### src/rtl/mul_frag_scheduler.sv
// rtl/mul_frag_scheduler.sv - packs 9/4/2-bit multiply requests into batches for one fragmentable 9x9 multiplier
// Optional macro MUL_SCHED_PERF_EN adds perf_batches/perf_lanes counters.
module mul_frag_scheduler #(
  parameter int TAG_W         = 4,
  parameter int FLUSH_TIMEOUT = 8
) (
  input  logic               clk,
  input  logic               reset,
  input  logic               in_valid,
  output logic               in_ready,
  input  logic [1:0]         in_mode,
  input  logic               in_signed,
  input  logic [8:0]         in_a,
  input  logic [8:0]         in_b,
  input  logic [TAG_W-1:0]   in_tag,
  output logic [8:0]         mul_A,
  output logic [8:0]         mul_B,
  output logic               mul_A_sign,
  output logic               mul_B_sign,
  output logic               mul_HALF_0,
  output logic               mul_HALF_1,
  output logic               mul_HALF_2,
  input  logic [17:0]        mul_C,
  output logic               out_valid,
  input  logic               out_ready,
  output logic [1:0]         out_mode,
  output logic               out_signed,
  output logic [3:0]         out_lane_mask,
  output logic [17:0]        out_c,
  output logic [4*TAG_W-1:0] out_tags,
  output logic               err_illegal
`ifdef MUL_SCHED_PERF_EN
  ,
  output logic [31:0]        perf_batches,
  output logic [31:0]        perf_lanes
`endif
);

  typedef enum logic [1:0] {
    S_IDLE  = 2'd0,
    S_FILL  = 2'd1,
    S_ISSUE = 2'd2,
    S_HOLD  = 2'd3
  } state_t;

  localparam logic [15:0] LP_FLUSH = 16'(FLUSH_TIMEOUT);

  state_t               r_state;
  state_t               w_next;
  logic [1:0]           r_mode;
  logic                 r_signed;
  logic [2:0]           r_nlane;
  logic [15:0]          r_idle;
  logic [8:0]           r_a;
  logic [8:0]           r_b;
  logic [3:0]           r_mask;
  logic [4*TAG_W-1:0]   r_tags;
  logic [2:0]           r_half;
  logic                 r_out_valid;
  logic [1:0]           r_out_mode;
  logic                 r_out_signed;
  logic [3:0]           r_out_mask;
  logic [17:0]          r_out_c;
  logic [4*TAG_W-1:0]   r_out_tags;
  logic                 r_err;

  logic                 w_ready;
  logic                 w_accept;
  logic                 w_key_match;
  logic                 w_full;
  logic                 w_timeout;
  logic [1:0]           w_lane;
  logic [8:0]           w_a_lane;
  logic [8:0]           w_b_lane;
  logic [15:0]          w_idle_inc;

  // Position one request's operand inside the shared 9-bit multiplier input.
  function automatic logic [8:0] place(input logic [1:0] mode, input logic [1:0] lane,
                                       input logic [8:0] v);
    logic [8:0] p;
    p = '0;
    case (mode)
      2'd0: p = v;
      2'd1: begin
        if (lane[0]) p[8:5] = v[3:0];
        else         p[3:0] = v[3:0];
      end
      2'd2: begin
        case (lane)
          2'd0:    p[1:0] = v[1:0];
          2'd1:    p[3:2] = v[1:0];
          2'd2:    p[6:5] = v[1:0];
          default: p[8:7] = v[1:0];
        endcase
      end
      default: p = '0;
    endcase
    return p;
  endfunction

  assign w_key_match = (in_mode == r_mode) && (in_signed == r_signed) && (in_mode != 2'd3);
  assign w_accept    = in_valid && w_ready;
  assign w_lane      = (r_state == S_FILL) ? r_nlane[1:0] : 2'd0;
  assign w_a_lane    = place(in_mode, w_lane, in_a);
  assign w_b_lane    = place(in_mode, w_lane, in_b);
  assign w_full      = (r_mode == 2'd1) ? (r_nlane == 3'd1) : (r_nlane == 3'd3);
  assign w_idle_inc  = r_idle + 16'd1;
  assign w_timeout   = (LP_FLUSH != 16'd0) && (w_idle_inc == LP_FLUSH);

  always_ff @(posedge clk) begin
    if (reset) r_state <= S_IDLE;
    else       r_state <= w_next;
  end

  always_comb begin
    w_next = r_state;
    case (r_state)
      S_IDLE: begin
        if (w_accept && (in_mode != 2'd3))
          w_next = (in_mode == 2'd0) ? S_ISSUE : S_FILL;
      end
      S_FILL: begin
        if (w_accept) begin
          if (w_full) w_next = S_ISSUE;
        end else if (in_valid || w_timeout) begin
          w_next = S_ISSUE;
        end
      end
      S_ISSUE: w_next = S_HOLD;
      S_HOLD:  if (out_ready) w_next = S_IDLE;
      default: w_next = S_IDLE;
    endcase
  end

  // A mismatching request is refused in FILL and picked up again from IDLE.
  always_comb begin
    w_ready = 1'b0;
    case (r_state)
      S_IDLE:  w_ready = 1'b1;
      S_FILL:  w_ready = in_valid ? w_key_match : 1'b1;
      default: w_ready = 1'b0;
    endcase
  end

  always_ff @(posedge clk) begin
    if (reset) begin
      r_mode       <= 2'd0;
      r_signed     <= 1'b0;
      r_nlane      <= 3'd0;
      r_idle       <= 16'd0;
      r_a          <= 9'd0;
      r_b          <= 9'd0;
      r_mask       <= 4'd0;
      r_tags       <= '0;
      r_half       <= 3'b001;
      r_out_valid  <= 1'b0;
      r_out_mode   <= 2'd0;
      r_out_signed <= 1'b0;
      r_out_mask   <= 4'd0;
      r_out_c      <= 18'd0;
      r_out_tags   <= '0;
      r_err        <= 1'b0;
    end else begin
      r_err <= 1'b0;
      case (r_state)
        S_IDLE: begin
          if (w_accept) begin
            if (in_mode == 2'd3) begin
              r_err <= 1'b1;
            end else begin
              r_mode   <= in_mode;
              r_signed <= in_signed;
              r_a      <= w_a_lane;
              r_b      <= w_b_lane;
              r_mask   <= 4'b0001;
              r_tags   <= {{(3*TAG_W){1'b0}}, in_tag};
              r_nlane  <= 3'd1;
              r_idle   <= 16'd0;
              r_half   <= (in_mode == 2'd1) ? 3'b010 :
                          (in_mode == 2'd2) ? 3'b100 : 3'b001;
            end
          end
        end
        S_FILL: begin
          if (w_accept) begin
            r_a                           <= r_a | w_a_lane;
            r_b                           <= r_b | w_b_lane;
            r_mask[w_lane]                <= 1'b1;
            r_tags[w_lane*TAG_W +: TAG_W] <= in_tag;
            r_nlane                       <= r_nlane + 3'd1;
            r_idle                        <= 16'd0;
          end else if (!in_valid) begin
            r_idle <= w_idle_inc;
          end
        end
        S_ISSUE: begin
          r_out_c      <= mul_C;
          r_out_mode   <= r_mode;
          r_out_signed <= r_signed;
          r_out_mask   <= r_mask;
          r_out_tags   <= r_tags;
          r_out_valid  <= 1'b1;
        end
        default: begin
          if (out_ready) r_out_valid <= 1'b0;
        end
      endcase
    end
  end

  assign in_ready      = w_ready;
  assign mul_A         = r_a;
  assign mul_B         = r_b;
  assign mul_A_sign    = r_signed;
  assign mul_B_sign    = r_signed;
  assign mul_HALF_0    = r_half[0];
  assign mul_HALF_1    = r_half[1];
  assign mul_HALF_2    = r_half[2];
  assign out_valid     = r_out_valid;
  assign out_mode      = r_out_mode;
  assign out_signed    = r_out_signed;
  assign out_lane_mask = r_out_mask;
  assign out_c         = r_out_c;
  assign out_tags      = r_out_tags;
  assign err_illegal   = r_err;

`ifdef MUL_SCHED_PERF_EN
  logic [31:0] r_perf_batches;
  logic [31:0] r_perf_lanes;
  logic [2:0]  w_pop;

  assign w_pop = {2'b00, r_mask[0]} + {2'b00, r_mask[1]} + {2'b00, r_mask[2]} + {2'b00, r_mask[3]};

  always_ff @(posedge clk) begin
    if (reset) begin
      r_perf_batches <= 32'd0;
      r_perf_lanes   <= 32'd0;
    end else if (r_state == S_ISSUE) begin
      r_perf_batches <= r_perf_batches + 32'd1;
      r_perf_lanes   <= r_perf_lanes + {29'd0, w_pop};
    end
  end

  assign perf_batches = r_perf_batches;
  assign perf_lanes   = r_perf_lanes;
`endif

endmodule

### config.mk
export PLATFORM = sky130hd
export DESIGN_NAME = mul_frag_scheduler
export DESIGN_NICKNAME = d
export VERILOG_FILES = /design/src/rtl/mul_frag_scheduler.sv
export SDC_FILE = /design/constraint.sdc
export NUM_CORES = 1
export LEC_CHECK = 0
export BUFFER_PORTS_ARGS = -buffer_cell sky130_fd_sc_hd__buf_2
export CORE_ASPECT_RATIO = 2
export CORE_MARGIN = 1.5
export CORE_UTILIZATION = 30
export DETAILED_ROUTE_END_ITERATION = 8
export GPL_TIMING_DRIVEN = 0
export PLACE_DENSITY_LB_ADDON = 0.05
export SYNTH_ARGS = -nofsm -noshare
export SYNTH_HDL_FRONTEND = slang
export SYNTH_SLANG_ARGS = --single-unit
### constraint.sdc
create_clock -name clk -period 2.7 [get_ports clk]
set_input_delay 0.54 -clock clk [delete_from_list [all_inputs] [get_ports clk]]
set_output_delay 0.54 -clock clk [all_outputs]
set_load 0.02 [all_outputs]
==> flow_summary.yaml <==
run:
  drv_cap: 0
cells_and_area:
  multiInputGateArea_um2: 2490
  final_cells: 887
  post-route-cell-area_um2: 5980
  drive_gt1_frac: 0.228
  final_common_cell: "buf_2"
  nFillCells: 1674
  seq_area_um2: 2170
  area_growth_pct: 24.5
  final_util: 0.381
  final_net_count: 744
  layout_common_cells: "115 x buf_2, 105 x dfxtp_1, 91 x nor2_1"
clocking:
  cts_buffers: 9
  clock_latency_ns: 0.35
  root_buffer: "clkbuf_16"
  clk_pin_slew_worst_paths_ns: 0.07
  clock_path_buffers: 2
  cts_max_level: 3
  clock_sinks: 108
  cts_tree: "built"
yosys:
  async_flop_share: 0
  synth_cells: 555
  synth-seq-cells: 108
  netlist_area_um2: 4800
  ys_warn_count: 0
  avgSynthCellArea_um2: 8.65
  seq_area_frac_synth: 0.450
  synthFlopType: "dfxtp_1"
  synth_cell_types: 51
  synth-edff-count: 0
  synth_nets: 619
sta:
  tightest_slew_ns: 0.789
  fin_crit_sh: 0.947
  clock.fmax_mhz: 391
  setup_viol: 0
  maxSlewHeadroom: 0.474
  finalHoldViolations: 0
  rsz0062_at_grt: "yes"
  slew_violations: 0
  finalCriticalPeriod_ns: 2.56
  clock_skew_ns: 0.00728
setup_path:
  r2r-start: "r_idle[1]$_SDFFE_PP0P_"
  rr_worst_depth: 9
  worstPathArrival_ns: 2.75
  r2r_slack_ns: 0.14
  crit_path_start_kind: "flop"
  r2r_end: "r_state[1]$_SDFFE_PP0P_"
  critPathKind: "flop to flop"
  required_ns: 2.90
  path_max_fanout: 8
  cp-end-kind: "flop"
placement:
  routabilityCongestion: 0.807
  hpwl_um: 11700
  post-place-cells: 868
  portBuffers: 112
  place_area_um2: 5620
power_and_ir_drop:
  ir_drop_uv: 403
  total_power_mw: 4.70
  p_per_area_nw_per_um2: 785
  p_leak_nw: 2.45
routing:
  wire_per_inst_um: 17.0
  drc: 0
  num_vias: 4399
  avgViaCountPerCell: 4.96
  finalWirelength_um: 15000
  drt_iter0_markers: 201
  antenna_left: 0
  drtPass1Iterations: 6
grt:
  grt_pass1_wl_um: 23400
  grt_pass1_vias: 4569
  grt_usage: 0.181
  grt_overflow_total: 0
  grt_max_degree: 20
  antenna_found_initial: 1
run_status:
  status: "completed"
min_path:
  hold_path_depth: 2
  holdCritPathClass: "primary input to flop"
  hold_end: "mul_A[4]$_SDFFE_PP0P_"
  min_from: "in_a[4]"
floorplanning:
  die_w_um: 92.5
  coreArea_um2: 15700
  dieHeight_um: 182
  io_pins: 114
  die_area_um2: 16800
  start_util: 0.306
  rows: 65
==> where the power goes <==
group / internal (mW) / switching [mW] / total [mW]
sequential: 1.72 / 0.0811 / 1.80
combinational: 0.538 / 1.06 / 1.60
clock: 0.670 / 0.630 / 1.30
==> how the worst max path moves through the flow <==
| stage | depth (start not counted) | startpoint | to |
|---|---|---|---|
| after global placement | 10 | in_mode[0] | r_tags[11]$_SDFFE_PP0P_ |
| final | 9 | r_idle[1]$_SDFFE_PP0P_ | r_state[1]$_SDFFE_PP0P_ |
| after floorplan | 9 | r_idle[0]$_SDFFE_PP0P_ | r_state[1]$_SDFFE_PP0P_ |
| after global routing | 9 | r_idle[1]$_SDFFE_PP0P_ | r_state[1]$_SDFFE_PP0P_ |
| after detailed placement | 9 | in_mode[0] | r_idle[7]$_SDFFE_PP0P_ |
| after CTS | 9 | r_idle[0]$_SDFFE_PP0P_ | r_state[1]$_SDFFE_PP0P_ |
==> sequential cells by signal, indices dropped and copies added, names as in the netlist <==
register / cells
r_half: 3
out_signed: 1
r_nlane: 3
r_tags: 16
out_tags: 16
mul_A_sign: 1
mul_A: 9
r_idle: 16
r_state: 2
err_illegal: 1
out_valid: 1
r_mask: 4
out_mode: 2
out_lane_mask: 4
out_c: 18
r_mode: 2
mul_B: 9
==> layout make-up <==
type	count	area share
Multi-Input combinational cell	402	0.417
Sequential cell	108	0.363
Timing Repair Buffer	114	0.0962
Tap cell	201	0.0421
Clock buffer	10	0.0400
Buffer	34	0.0251
Clock inverter	6	0.00921
Inverter	11	0.00690
Antenna cell	1	0.000418
==> logic make-up (layout without fill, tap and decap cells) <==
group	after synthesis	after routing	share of synthesized area
simple gates	216	216	0.210
compound gates	122	122	0.161
flops	108	108	0.450
buf+inv	45	175	0.0383
mux	41	41	0.0854
fa+ha+maj	17	17	0.0443
xor+xnor	6	6	0.0109
other cells	0	1	0
==> cells in the mapped netlist, drive strengths merged, types with 3 or more instances <==
cell type,n,area share
clkbuf,23,0.018
ha,17,0.044
a222oi,4,0.0083
o21ai,38,0.040
nand3,26,0.027
a31oi,3,0.0039
nand2,45,0.035
nor3b,3,0.0047
nor4,6,0.0078
a21oi,36,0.038
a22o,6,0.011
and3,4,0.0052
inv,11,0.0086
mux2i,41,0.085
nor2,91,0.071
a22oi,11,0.017
nand4,4,0.0083
nand2b,4,0.0052
buf,11,0.012
nor3,9,0.0094
xor2,4,0.0073
nor2b,8,0.010
a311oi,4,0.0073
or3,4,0.0052
a32oi,4,0.0073
and2,3,0.0039
dfxtp,108,0.45
==> timing repair <==
action / CTS / global route
gates resized for setup: 12 / 7
setup endpoints to repair: 18 / 28
pin swaps: 0 / 4
buffers inserted: 0 / 2
hold buffers: 0 / 0
==> per-stage QoR <==
stage / setup TNS [ns] / worst slack (ns) / hold WS [ns]
floorplan: 0 / 0.0511 / 0.432
global placement: -9.66 / -0.489 / 0.438
detailed placement: -10.36 / -0.518 / 0.442
CTS: -0.0220 / -0.0220 / 0.402
global route: -0.00692 / -0.00692 / 0.400
finish: 0 / 0.144 / 0.409
==> worst max-delay path, cell delays in order (launching register included) <==
cell and delay [ns]:
dfxtp_4 0.38, ha_1 0.16, buf_6 0.14, nand3_4 0.12
or4_4 0.45, o21ai_1 0.15, a31oi_1 0.11, or4_4 0.58
a221oi_2 0.23, nor3_1 0.08
==> layer usage <==
| metal | global-route usage | routed length, um | up-vias |
|---|---|---|---|
| met2 | 0.371 | 8790 | 99 |
| met4 | 0.0745 | 376 | 0 |
| li1 | - | - | 2209 |
| met5 | 0 | 0 | - |
| met3 | 0.0306 | 495 | 19 |
| met1 | 0.165 | 5380 | 2072 |
No activity file was read; power rests on OpenSTA's default activity.
